### config.mk
export PLATFORM = sky130hd
export DESIGN_NAME = vram_cache_writer
export DESIGN_NICKNAME = d
export VERILOG_FILES = /design/src/rtl/bk_video_pkg.sv /design/src/rtl/sync_fifo.sv /design/src/rtl/vram_cache_writer.sv
export SDC_FILE = /design/constraint.sdc
export NUM_CORES = 1
export LEC_CHECK = 0
export BUFFER_PORTS_ARGS = -buffer_cell sky130_fd_sc_hd__clkbuf_2
export CAP_MARGIN = 0
export CORE_ASPECT_RATIO = 1.2
export CORE_MARGIN = 2
export CORE_UTILIZATION = 45
export DETAILED_ROUTE_END_ITERATION = 16
export PLACE_DENSITY_LB_ADDON = 0.25
export SLEW_MARGIN = 20
export SYNTH_ARGS = -nofsm -noshare
export SYNTH_HDL_FRONTEND = slang
export SYNTH_SLANG_ARGS = --single-unit
### constraint.sdc
create_clock -name wb_clk -period 6.7 [get_ports wb_clk]
set_input_delay 2.01 -clock wb_clk [delete_from_list [all_inputs] [get_ports wb_clk]]
set_output_delay 2.01 -clock wb_clk [all_outputs]
set_load 0.02 [all_outputs]
### src/rtl/bk_video_pkg.sv
// Shared types for the screen cache path: the queued write entry and the drain FSM states.
package bk_video_pkg;

    // wb_adr[15:14] value selecting the CPU screen window 040000-077777
    localparam logic [1:0] SCREEN_WIN_BASE = 2'b01;

    typedef struct packed {
        logic        scr;
        logic [13:0] addr;
        logic [15:0] data;
        logic [1:0]  sel;
    } cache_entry_t;

    localparam int CACHE_ENTRY_W = $bits(cache_entry_t);

    typedef enum logic [1:0] {
        IDLE,
        STROBE,
        GAP
    } drain_state_t;

endpackage

### src/rtl/sync_fifo.sv
// Single-clock FIFO with a combinational head. A push into a full FIFO is accepted
// only when a pop frees a slot on the same edge.
module sync_fifo #(
    parameter int DEPTH = 4,
    parameter int WIDTH = 33
) (
    input  logic                     clk,
    input  logic                     rst_n,
    input  logic                     push,
    input  logic [WIDTH-1:0]         din,
    input  logic                     pop,
    output logic [WIDTH-1:0]         dout,
    output logic                     full,
    output logic                     empty,
    output logic [$clog2(DEPTH):0]   count
);
    localparam int AW = $clog2(DEPTH);

    logic [WIDTH-1:0] mem [DEPTH];
    logic [AW-1:0]    wr_ptr;
    logic [AW-1:0]    rd_ptr;
    logic             do_push;
    logic             do_pop;

    assign empty   = (count == '0);
    assign full    = (count == (AW+1)'(DEPTH));
    assign do_pop  = pop & ~empty;
    assign do_push = push & (~full | do_pop);
    assign dout    = mem[rd_ptr];

    // NOTE: storage has no reset; the pointers and count alone define what is valid.
    always_ff @(posedge clk) begin
        if (do_push) mem[wr_ptr] <= din;
    end

    // NOTE: sequential state uses <= so every register samples pre-edge values.
    always_ff @(posedge clk or negedge rst_n) begin
        if (!rst_n) begin
            wr_ptr <= '0;
            rd_ptr <= '0;
            count  <= '0;
        end else begin
            if (do_push) wr_ptr <= wr_ptr + 1'b1;
            if (do_pop)  rd_ptr <= rd_ptr + 1'b1;
            case ({do_push, do_pop})
                2'b10:   count <= count + 1'b1;
                2'b01:   count <= count - 1'b1;
                default: count <= count;
            endcase
        end
    end

endmodule

### src/rtl/vram_cache_writer.sv
// Snoops CPU Wishbone writes into the two screen pages, queues them, and replays them
// as spaced one-cycle cache_we strobes toward the video screen cache.
module vram_cache_writer
    import bk_video_pkg::*;
#(
    parameter logic [2:0] SCR0_PAGE  = 3'd1,
    parameter logic [2:0] SCR1_PAGE  = 3'd7,
    parameter int         FIFO_DEPTH = 4,
    parameter int         MIN_GAP    = 1
) (
    input  logic        wb_clk,
    input  logic        sys_init_n,
    input  logic [15:0] wb_adr,
    input  logic [15:0] wb_dat_i,
    input  logic [1:0]  wb_sel,
    input  logic        wb_cyc,
    input  logic        wb_stb,
    input  logic        wb_we,
    input  logic        wb_ack,
    input  logic [2:0]  win_page,
    output logic [14:0] cache_addr,
    output logic [15:0] cache_data,
    output logic [1:0]  cache_wtbt,
    output logic        cache_we,
    output logic        ovf
);
    localparam int         CNT_W    = $clog2(FIFO_DEPTH) + 1;
    localparam logic [2:0] GAP_LOAD = (MIN_GAP > 0) ? 3'(MIN_GAP - 1) : 3'd0;

    logic           armed;
    logic           page_hit;
    logic           hit;
    logic           fifo_full;
    logic           fifo_empty;
    logic           launch;
    logic [2:0]     gap_cnt;
    logic [2:0]     gap_next;
    logic [CNT_W-1:0] unused_fifo_count;
    logic           unused_adr0;
    cache_entry_t   push_entry;
    cache_entry_t   head_entry;
    drain_state_t   state;
    drain_state_t   next_state;

    assign unused_adr0 = wb_adr[0];
    assign page_hit    = (win_page == SCR0_PAGE) || (win_page == SCR1_PAGE);
    assign hit         = wb_cyc & wb_stb & wb_we & wb_ack & armed &
                         (wb_adr[15:14] == SCREEN_WIN_BASE) & page_hit & (|wb_sel);

    // Screen 1 wins when both parameters name the same page.
    assign push_entry = '{scr:  (win_page == SCR1_PAGE),
                          addr: {wb_adr[13:1], 1'b0},
                          data: wb_dat_i,
                          sel:  wb_sel};

    sync_fifo #(
        .DEPTH (FIFO_DEPTH),
        .WIDTH (CACHE_ENTRY_W)
    ) u_fifo (
        .clk   (wb_clk),
        .rst_n (sys_init_n),
        .push  (hit),
        .din   (push_entry),
        .pop   (launch),
        .dout  (head_entry),
        .full  (fifo_full),
        .empty (fifo_empty),
        .count (unused_fifo_count)
    );

    // One capture per bus cycle: re-arm only once the strobe drops.
    always_ff @(posedge wb_clk or negedge sys_init_n) begin
        if (!sys_init_n) begin
            armed <= 1'b1;
            ovf   <= 1'b0;
        end else begin
            if (!wb_stb)  armed <= 1'b1;
            else if (hit) armed <= 1'b0;
            if (hit && fifo_full && !launch) ovf <= 1'b1;
        end
    end

    // NOTE: every output of this block gets a default first, so no latch is inferred.
    always_comb begin
        next_state = state;
        gap_next   = gap_cnt;
        launch     = 1'b0;
        case (state)
            IDLE: begin
                if (!fifo_empty) launch = 1'b1;
            end
            STROBE: begin
                if (MIN_GAP > 0) begin
                    next_state = GAP;
                    gap_next   = GAP_LOAD;
                end else if (!fifo_empty) begin
                    launch = 1'b1;
                end else begin
                    next_state = IDLE;
                end
            end
            GAP: begin
                if (gap_cnt != 3'd0)   gap_next   = gap_cnt - 3'd1;
                else if (!fifo_empty)  launch     = 1'b1;
                else                   next_state = IDLE;
            end
            default: next_state = IDLE;
        endcase
        if (launch) next_state = STROBE;
    end

    always_ff @(posedge wb_clk or negedge sys_init_n) begin
        if (!sys_init_n) begin
            state      <= IDLE;
            gap_cnt    <= 3'd0;
            cache_we   <= 1'b0;
            cache_addr <= '0;
            cache_data <= '0;
            cache_wtbt <= '0;
        end else begin
            state    <= next_state;
            gap_cnt  <= gap_next;
            cache_we <= launch;
            if (launch) begin
                cache_addr <= {head_entry.scr, head_entry.addr};
                cache_data <= head_entry.data;
                cache_wtbt <= head_entry.sel;
            end
        end
    end

endmodule

* Yosys cells after proc, flatten, opt, wreduce, memory -nomap -nowiden
Memory sizes are Yosys's and may differ from the RTL's. A register that Yosys moved wholly into a read port is not among the register bits. Cells that the tools add are included.
Word-level totals: bits in registers 30, bits in writable memories 128, logic and storage cells 67, memories 1
Operators by class: add/subtract/negate cells 5, equal/unequal tests 13, muxes and demuxes 14, bitwise gates (word level) 12, reductions and logical operators 13
Memory list:
- u_fifo.mem | depth 4, bits a word 32, rd ports 1, clocked after memory_dff 1, write ports 1, line sync_fifo.sv:19 | logic [WIDTH-1:0] mem [DEPTH];
Operators with widths (count):
- $pmux 3 s2 | 2
- $and 1x1->1 | 9
- $eq 2x1->1 const B | 3
- $eq 3x3->1 const B | 2
- $mux 1 | 6
- $mux 2 | 3
- $ne 3x3->1 const B | 2
- $pmux 2 s3 | 1
- $sub 3x1->3 const B | 2
- $add 2x1->2 const B | 2
- $eq 2x2->1 const B | 2
- $ne 2x2->1 const B | 2
- $reduce_bool 2->1 | 2
- $add 3x1->3 const B | 1
- $eq 3x1->1 const B | 1
- $logic_not 3->1 | 1
- $mux 3 | 1
- $reduce_and 3->1 | 1
- $reduce_bool 3->1 | 1
- $logic_and 1x1->1 | 2
- $logic_not 1->1 | 2
- $logic_not 2->1 | 1
- $ne 2x1->1 const B | 1
- $not 1->1 | 2
- 5 further kinds | 5

* Longest topological paths before layout
Gate-level depths: netlist of the first run.
depth in word-level cells 10, mapped depth 13

* By module
Synthesis of the first run repeated with hierarchy kept, for this count alone.
Unflattened totals: cell total of the unflattened synthesis 336, area, all modules 7070.5 µm²
Modules (own cells, without submodules):
- sync_fifo | times used 1, cells an instance 227, area an instance 5275.1 µm², sequential area each 4139.0 µm²
- vram_cache_writer | times used 1, cells an instance 109, area an instance 1795.5 µm², sequential area each 1027.2 µm²

* Least setup slack after synthesis of the first run
No wires, ideal clock.
path kind in2reg, from input port wb_adr[15], to memory u_fifo.mem[0][0] (netlist name), enable pin, arrival 3.432 ns, required time 6.308 ns, setup slack 2.876 ns, stages on the path 3, path through nand4b_1 > nor4_4 > and3_1
On the way: word-level cells in the longest chain between the ends 7
Ends and longest elaborated chain:
- from (decl) | line vram_cache_writer.sv:13 | input logic [15:0] wb_adr,
- $eq 2x1->1 | line vram_cache_writer.sv:48 | (wb_adr[15:14] == SCREEN_WIN_BASE) & page_hit & (|wb_sel);
- $and 1x1->1 | line vram_cache_writer.sv:47 | assign hit = wb_cyc & wb_stb & wb_we & wb_ack & armed &
- $and 1x1->1 (2 in a row) | line vram_cache_writer.sv:48
- $and 1x1->1 | line sync_fifo.sv:28 | assign do_push = push & (~full | do_pop);
- $mux 1 | line sync_fifo.sv:33 | if (do_push) mem[wr_ptr] <= din;
- $mux 1 (not written as such) | line sync_fifo.sv:33
- to (decl) | line sync_fifo.sv:19
Every way passes these cells.

* Final worst setup path of the first run
from input port win_page[0], to memory u_fifo.mem[0][9] (netlist name), enable pin
On the way: word-level cells in the longest chain between the ends 7
Ends and longest elaborated chain:
- from (decl) | line vram_cache_writer.sv:20 | input logic [2:0] win_page,
- $eq 3x1->1 or $eq 3x3->1 (tied branches) | line vram_cache_writer.sv:46 | assign page_hit = (win_page == SCR0_PAGE) || (win_page == SCR1_PAGE);
- $logic_or 1x1->1 * | line vram_cache_writer.sv:46
- $and 1x1->1 * (2 in a row) | line vram_cache_writer.sv:48
- $and 1x1->1 * | line sync_fifo.sv:28
- $mux 1 * | line sync_fifo.sv:33
- $mux 1 (not written as such) * | line sync_fifo.sv:33
Mark *: on every way between the ends. The rest lies on a longest branch, timed or not.

==> results of run 1 <==
[layout by cell type, fill, tap and decap left out, types with 5 or more instances in the layout]
cell type | netlist | final
mux2_2 | 26 | 26
dfrtp_1 | 46 | 44
clkbuf_2 | 0 | 75
mux2_4 | 6 | 6
edfxtp_1 | 128 | 128
inv_1 | 12 | 12
clkinvlp_4 | 0 | 5
mux4_2 | 28 | 28
ha_1 | 7 | 7
clkbuf_16 | 0 | 17
[layer usage]
| layer | track usage [%] | up-vias | share of wire, % |
|---|---|---|---|
| li1 | - | 1418 | - |
| met1 | 18.0 | 1562 | 39 |
| met2 | 25.6 | 73 | 53 |
| met3 | 5.55 | 19 | 5.2 |
| met4 | 7.43 | 0 | 2.6 |
| met5 | 0 | - | 0 |
[metrics by stage]
stage          instances  hold WS (ps)
6_report             612           465
5_1_grt              612           495
4_1_cts              612           466
3_5_place_dp         580           451
3_3_place_gp         580           450
2_1_floorplan        315           463
[cells by family (layout without fill, tap and decap cells)]
family,Yosys count,in the layout,synth area share [%]
and+or+nand+nor,23,23,2.38
adders and majority gates,8,8,1.60
AOI/OAI and AO/OA,11,11,1.19
buffers and inverters,25,122,2.33
xor gates and xnor gates,7,7,0.912
DFF,175,175,74.7
muxes,65,65,16.8
other,1,1,0.0558
[worst max-delay path, delay by kind of cell]
| family | cells | cell delay, ps |
|---|---|---|
| simple gates | 3 | 1470 |
| buf+inv | 1 | 90 |
[registers in the layout, indices dropped and copies added (netlist names)]
name and flops:
u_fifo.mem 128, cache_data 16, cache_addr 14, gap_cnt 3, u_fifo.count 3, cache_wtbt 2
state 2, u_fifo.rd_ptr 2, u_fifo.wr_ptr 2, armed 1, cache_we 1, ovf 1
[power by group]
group	internal, W	total (W)	switching [W]
sequential	0.00130	0.00145	0.000149
clock	0.000551	0.000949	0.000398
combinational	0.000466	0.000873	0.000406
[final cells by class]
type,instances,area [um2],area share (%)
Clock buffer,20,437,5.57
Clock inverter,12,138,1.76
Inverter,12,45.0,0.575
Multi-Input combinational cell,115,1550,19.7
Sequential cell,175,5020,64.1
Tap cell,200,250,3.19
Timing Repair Buffer,78,398,5.08
[worst paths after layout]
check	to	cells past startpoint
worst max-delay path	u_fifo.mem[0][9]	4
worst min-delay path	ovf	1
worst max register to register	u_fifo.count[2]	13
worst min register to register	ovf	1
max in group asynchronous	u_fifo.rd_ptr[0]	2
min in group asynchronous	cache_addr[12]	2
==> results.md, run 1 <==
- Outcome: complete, no violations
- Mapped Cells: 315
- Final instance area: 7840 um2
- #FFs+latches synth: 175
- Worst r2r src: gap_cnt[0]
- Core footprint: 14500 um2
- # DRC: 0
- Die Span Y: 138 um
- First-pass GRT wire length: 17.5 mm
- Chip width: 116 um
- Data arrival, critical path: 3580 ps
- Post-detailed-route count of antenna-violating nets: 0
- Routed len/inst: 18.3 um
- Crit. End Element: register
- Largest net degree at the start of global routing: 48
- Data required, critical path: 6750 ps
- Fin crit period: 3530 ps
- Synth cell types: 37
- Worst-Skew Late Latency: 430 ps
- Peak VDD IR: 208 uV
- FFs w/ async S/R, synth: 26.9%
- Final core occ: 54.1%
- MaxCap Viol Count: 0
- Clock Skew: 11.8 ps
- Share of cells above drive strength 1: 43.2%
- GR Overflow Total: 0
- Final Setup Violations: 0
- Area grow syn2layout: 16.6%
- TritonCTS clock tree: built
- Tot GR Track Use: 15.5%
- First DRT Iteration DRCs: 130
- Total die area: 15900 um2
- Nets: 450
- RD Place Congestion: 0.649
- Clock root cell: clkbuf_16
- Post-Route Setup TNS: 0 ps
- Max Clk Rate: 0.283 GHz
- # fillers: 1147
- Synthesis warning total: 0
- Antenna cell count: 0
- Power density cells: 417 nW/um2
- Vias in the first global route: 3253
- Post-synth EDFFs: 128
- FF-to-FF setup slack: 3900 ps
- Tcrit/Tclk final: 52.7%
- Top post-synthesis cells by area: edfxtp_1, dfrtp_1, mux4_2, mux2_2, mux4_1
- Row cnt: 48
- I/O Pins: 78
- CTS Buffer Depth: 2
- Cts hold-fix bufs: 0
- DR pass1 iterations: 4
- CTS Sinks: 175
- Post-CTS Setup Bufs: 0
- Crit Path Class: input pin to register
- DR vias: 3072
- Hold Path Origin: ovf
- CTS resizes: 0
- Initial antenna violation count: 0
- CP peak stage delay: 850 ps
- Initial core utilization: 46.4%
- Vias per cell: 5.02
- Yosys top cell area share: 57.2%
- CP startpoint kind: input pin
- PnR worst setup slack: 3170 ps
- Worst-path fanout max: 32
- Clock slew at reported path FFs: 60 ps
- Count of input and output buffers: 75
- Sequential area share after synthesis: 74.7%
- Net Count, Synth: 366
- Placed cell area: 7260 um2
- Crit. Startpoint: win_page[0]
- CP max-delay cell: and3_2
- Drt total wl: 11.2 mm
- Count leader, synth: edfxtp_1
- Pre-CTS WS: 2680 ps
- Final Power: 0.00327 W
- Cell leakage power: 2.91 nW
- Synthesized cell area: 6720 um2
- Synth top cells by count: edfxtp_1, dfrtp_1, mux4_2
- HPWL Detailed: 6.68 mm
- H-Tree Depth: 4
- Worst path cell trace: clkbuf_2 > nand4_1 > nor4_4 > and3_2
- RSZ-0062 raised after global routing: no
- Synth area leader: edfxtp_1
- Worst min-delay path class: register to register
- CTS buffer count: 17
- Worst-Margin Slew: 882 ps
- Fin. Hold Viols: 0
- Slew headroom: 41.2%
- Final slew viol count: 0
- Syn_area_per_cell: 21.3 um2
- Main synth FF type: edfxtp_1
Note: power is estimated with default switching activity, not from simulation.
==> inputs of run 2 (changes only) <==
ABC_AREA = 1   (was unset)
clock period = 3.2 ns   (was 6.7 ns; I/O delays follow)
==> results.md, run 2 <==
- Outcome: complete, no violations
- Fin crit period: 2360 ps
- Sequential area share after synthesis: 72.6% (-2.1 points)
- Tcrit/Tclk final: 73.9%
- Worst min-delay path class: register to register
- Number of flip-flops under the largest register name: 128 (unchanged)
- Synth top cells by count: edfxtp_1, nand2_1, nor2_1
- First-pass GRT wire length: 20.7 mm (+19%)
- CTS buffer count: 17 (unchanged)
- #FFs+latches synth: 175 (unchanged)
- Most frequent cells in the layout: edfxtp_1, nand2_1, nor2_1
- Largest net degree at the start of global routing: 67 (+40%)
- Clock slew at reported path FFs: 60 ps (about the same)
- Nets: 714 (+59%)
- Chip width: 117 um (+1.4%)
- Multi-input gate area: 1620 um2 (+4.7%)
- Worst-Margin Slew: 882 ps (-0.499 ps)
- Max Clk Rate: 0.423 GHz
- DR pass1 iterations: 4 (unchanged)
- # fillers: 1287 (+12%)
- Worst-Skew Late Latency: 410 ps (-20 ps)
- MaxCap Viol Count: 0 (unchanged)
- Synthesis warning total: 0 (unchanged)
- Hold Path Origin: cache_addr[1]
- Register area: 5030 um2 (about the same)
- Core footprint: 15000 um2 (+3.8%)
- CTS Sinks: 175 (unchanged)
- Worst r2r src: gap_cnt[0]
- Reg2Reg Depth: 14 (+1)
- Crit Path Class: register to register
- Initial core utilization: 46.0% (-0.40 points)
- Final Power: 0.00716 W (+120%)
- Die Span Y: 140 um (+1.4%)
- Data arrival, critical path: 2650 ps (-930 ps)
- RD Place Congestion: 0.681 (+4.9%)
- I/O Pins: 78 (unchanged)
- Vias per cell: 4.88 (-2.8%)
- Final Setup Violations: 0 (unchanged)
- FF-to-FF setup slack: 840 ps (-3060 ps)
- Drt total wl: 13.0 mm (+16%)
- Yosys top cell area share: 55.6% (-1.6 points)
- Commonest non-fill, non-tap cell in the layout: edfxtp_1
- Final instance area: 8110 um2 (+3.5%)
- GR Overflow Total: 0 (unchanged)
- # DRC: 0 (unchanged)
- Most flop-heavy register: u_fifo.mem
- Synth cell types: 27 (-27%)
- Reg2reg end: u_fifo.count[2]
- Worst-path fanout max: 4 (-88%)
- CTS resizes: 0 (unchanged)
- Row cnt: 49 (+2.1%)
- Post-detailed-route count of antenna-violating nets: 0 (unchanged)
- Biggest regs: u_fifo.mem: 128 flops, cache_data: 16 flops, cache_addr: 14 flops
- CTS Buffer Depth: 2 (unchanged)
- Count leader, synth: edfxtp_1
- Total die area: 16400 um2 (+2.8%)
- Clock Skew: 11.0 ps (-0.841 ps)
- RSZ-0062 raised after global routing: no
- Power density cells: 883 nW/um2 (+110%)
- Syn_area_per_cell: 11.8 um2 (-45%)
- DR vias: 4293 (+40%)
- Tot GR Track Use: 16.8% (+1.4 points)
- Cts hold-fix bufs: 0 (unchanged)
- Post-CTS Setup Bufs: 0 (unchanged)
- Routed len/inst: 14.8 um (-20%)
- Slew headroom: 41.1% (-0.052 points)
- Cell leakage power: 3.28 nW (+13%)
- Fin. Hold Viols: 0 (unchanged)
- Main synth FF type: edfxtp_1
- Synth area leader: edfxtp_1
- Vias in the first global route: 4199 (+29%)
- First DRT Iteration DRCs: 274 (+110%)
- HPWL Detailed: 7.50 mm (+12%)
- Worst Hold Depth: 2 (+1)
- Count of input and output buffers: 75 (unchanged)
- Crit. End Element: register
- Share of cells above drive strength 1: 18.8% (-24 points)
- Mapped Cells: 588 (+87%)
- TritonCTS clock tree: built
- FFs w/ async S/R, synth: 26.9% (unchanged)
- H-Tree Depth: 4 (unchanged)
- Placed cell area: 7500 um2 (+3.3%)
- Initial antenna violation count: 0 (unchanged)
- Post-Route Setup TNS: 0 ps (unchanged)
- Data required, critical path: 3490 ps (-3260 ps)
- Synthesized cell area: 6910 um2 (+2.9%)
- Clock root cell: clkbuf_16
- Top post-synthesis cells by area: edfxtp_1, dfrtp_1, nand2_1, nor2_1, o21ai_1
- Area grow syn2layout: 17.3%
- CP startpoint kind: register
- Final slew viol count: 0 (unchanged)
- Post-synth EDFFs: 128 (unchanged)
- Net Count, Synth: 639 (+75%)
- Antenna cell count: 0 (unchanged)
- Hold Path End: cache_addr[1]
- Peak VDD IR: 489 uV (+140%)
-- run 2: cell types whose count changed in the layout (fill, tap and decap cells not counted), sizes merged, moves of 3 or more --
cell,previous run,this run
a22o,3,0
and3,5,0
buf,3,9
inv,14,32
mux2,32,0
mux4,32,0
nand2,4,118
nand3,1,7
nor2,3,113
nor3,5,0
o21ai,3,101
xor2,4,1
-- run 2: cell type report --
class	instances	share of cell area (%)
sequential	175	62.0
multi-input combinational	355	20.0
timing repair buffer	84	6.08
clock buffer	19	5.46
tap	204	3.15
clock inverter	13	1.99
inverter	30	1.39
-- run 2: routing by layer --
metal / GRT usage [%] / vias up / share of wire, %
met3: 3.79 / 8 / 4.5
met4: 7.00 / 0 / 1.6
met1: 20.6 / 2046 / 42
li1: - / 2127 / -
met5: 0 / - / 0
met2: 28.5 / 112 / 52
-- run 2: worst max-delay path, stage by stage (launching register included) --
cell and delay, ps:
dfrtp_1 330, inv_1 60, ha_1 200, ha_1 170, inv_1 60, nand2_1 100
nand2_1 80, nand2_1 100, nand3_1 140, ha_1 150, inv_1 60, fa_1 380
a21oi_1 140, o21ai_0 110, xor2_1 150
-- run 2: how the worst max path moves through the flow --
| stage | start | end | cells after the start |
|---|---|---|---|
| after floorplan | win_page[0] | u_fifo.mem[0][0] | 6 |
| after global placement | wb_sel[1] | u_fifo.count[2] | 10 |
| after detailed placement | wb_sel[1] | u_fifo.count[2] | 10 |
| after CTS | gap_cnt[0] | u_fifo.count[2] | 14 |
| after global routing | gap_cnt[0] | u_fifo.count[2] | 14 |
| final | gap_cnt[0] | u_fifo.count[2] | 14 |
-- run 2: cells by family (layout without fill, tap and decap cells) --
group	Yosys count	count (layout)	share of synthesized area (%)
compound gates	105	105	7.67
xor+xnor	2	2	0.253
fa+ha+maj	8	8	1.56
buf+inv	58	146	4.38
flops	175	175	72.6
mux	1	1	0.145
other cells	1	1	0.0542
simple gates	238	238	13.3
-- run 2: metrics by stage --
step                util, %  hold slack (ps)  worst slack [ps]  std cells
global route           54.0              499               599        880
detailed placement     50.0              466               518        848
global placement       50.0              461               588        848
floorplan                 -              450             -23.1        588
CTS                    54.0              483               812        880
finish                 54.0              475               837        880
-- run 2: where the power goes --
group	switching [W]	internal, W	total (W)
sequential	0.000248	0.00271	0.00296
combinational	0.00144	0.000685	0.00212
clock	0.000821	0.00125	0.00207
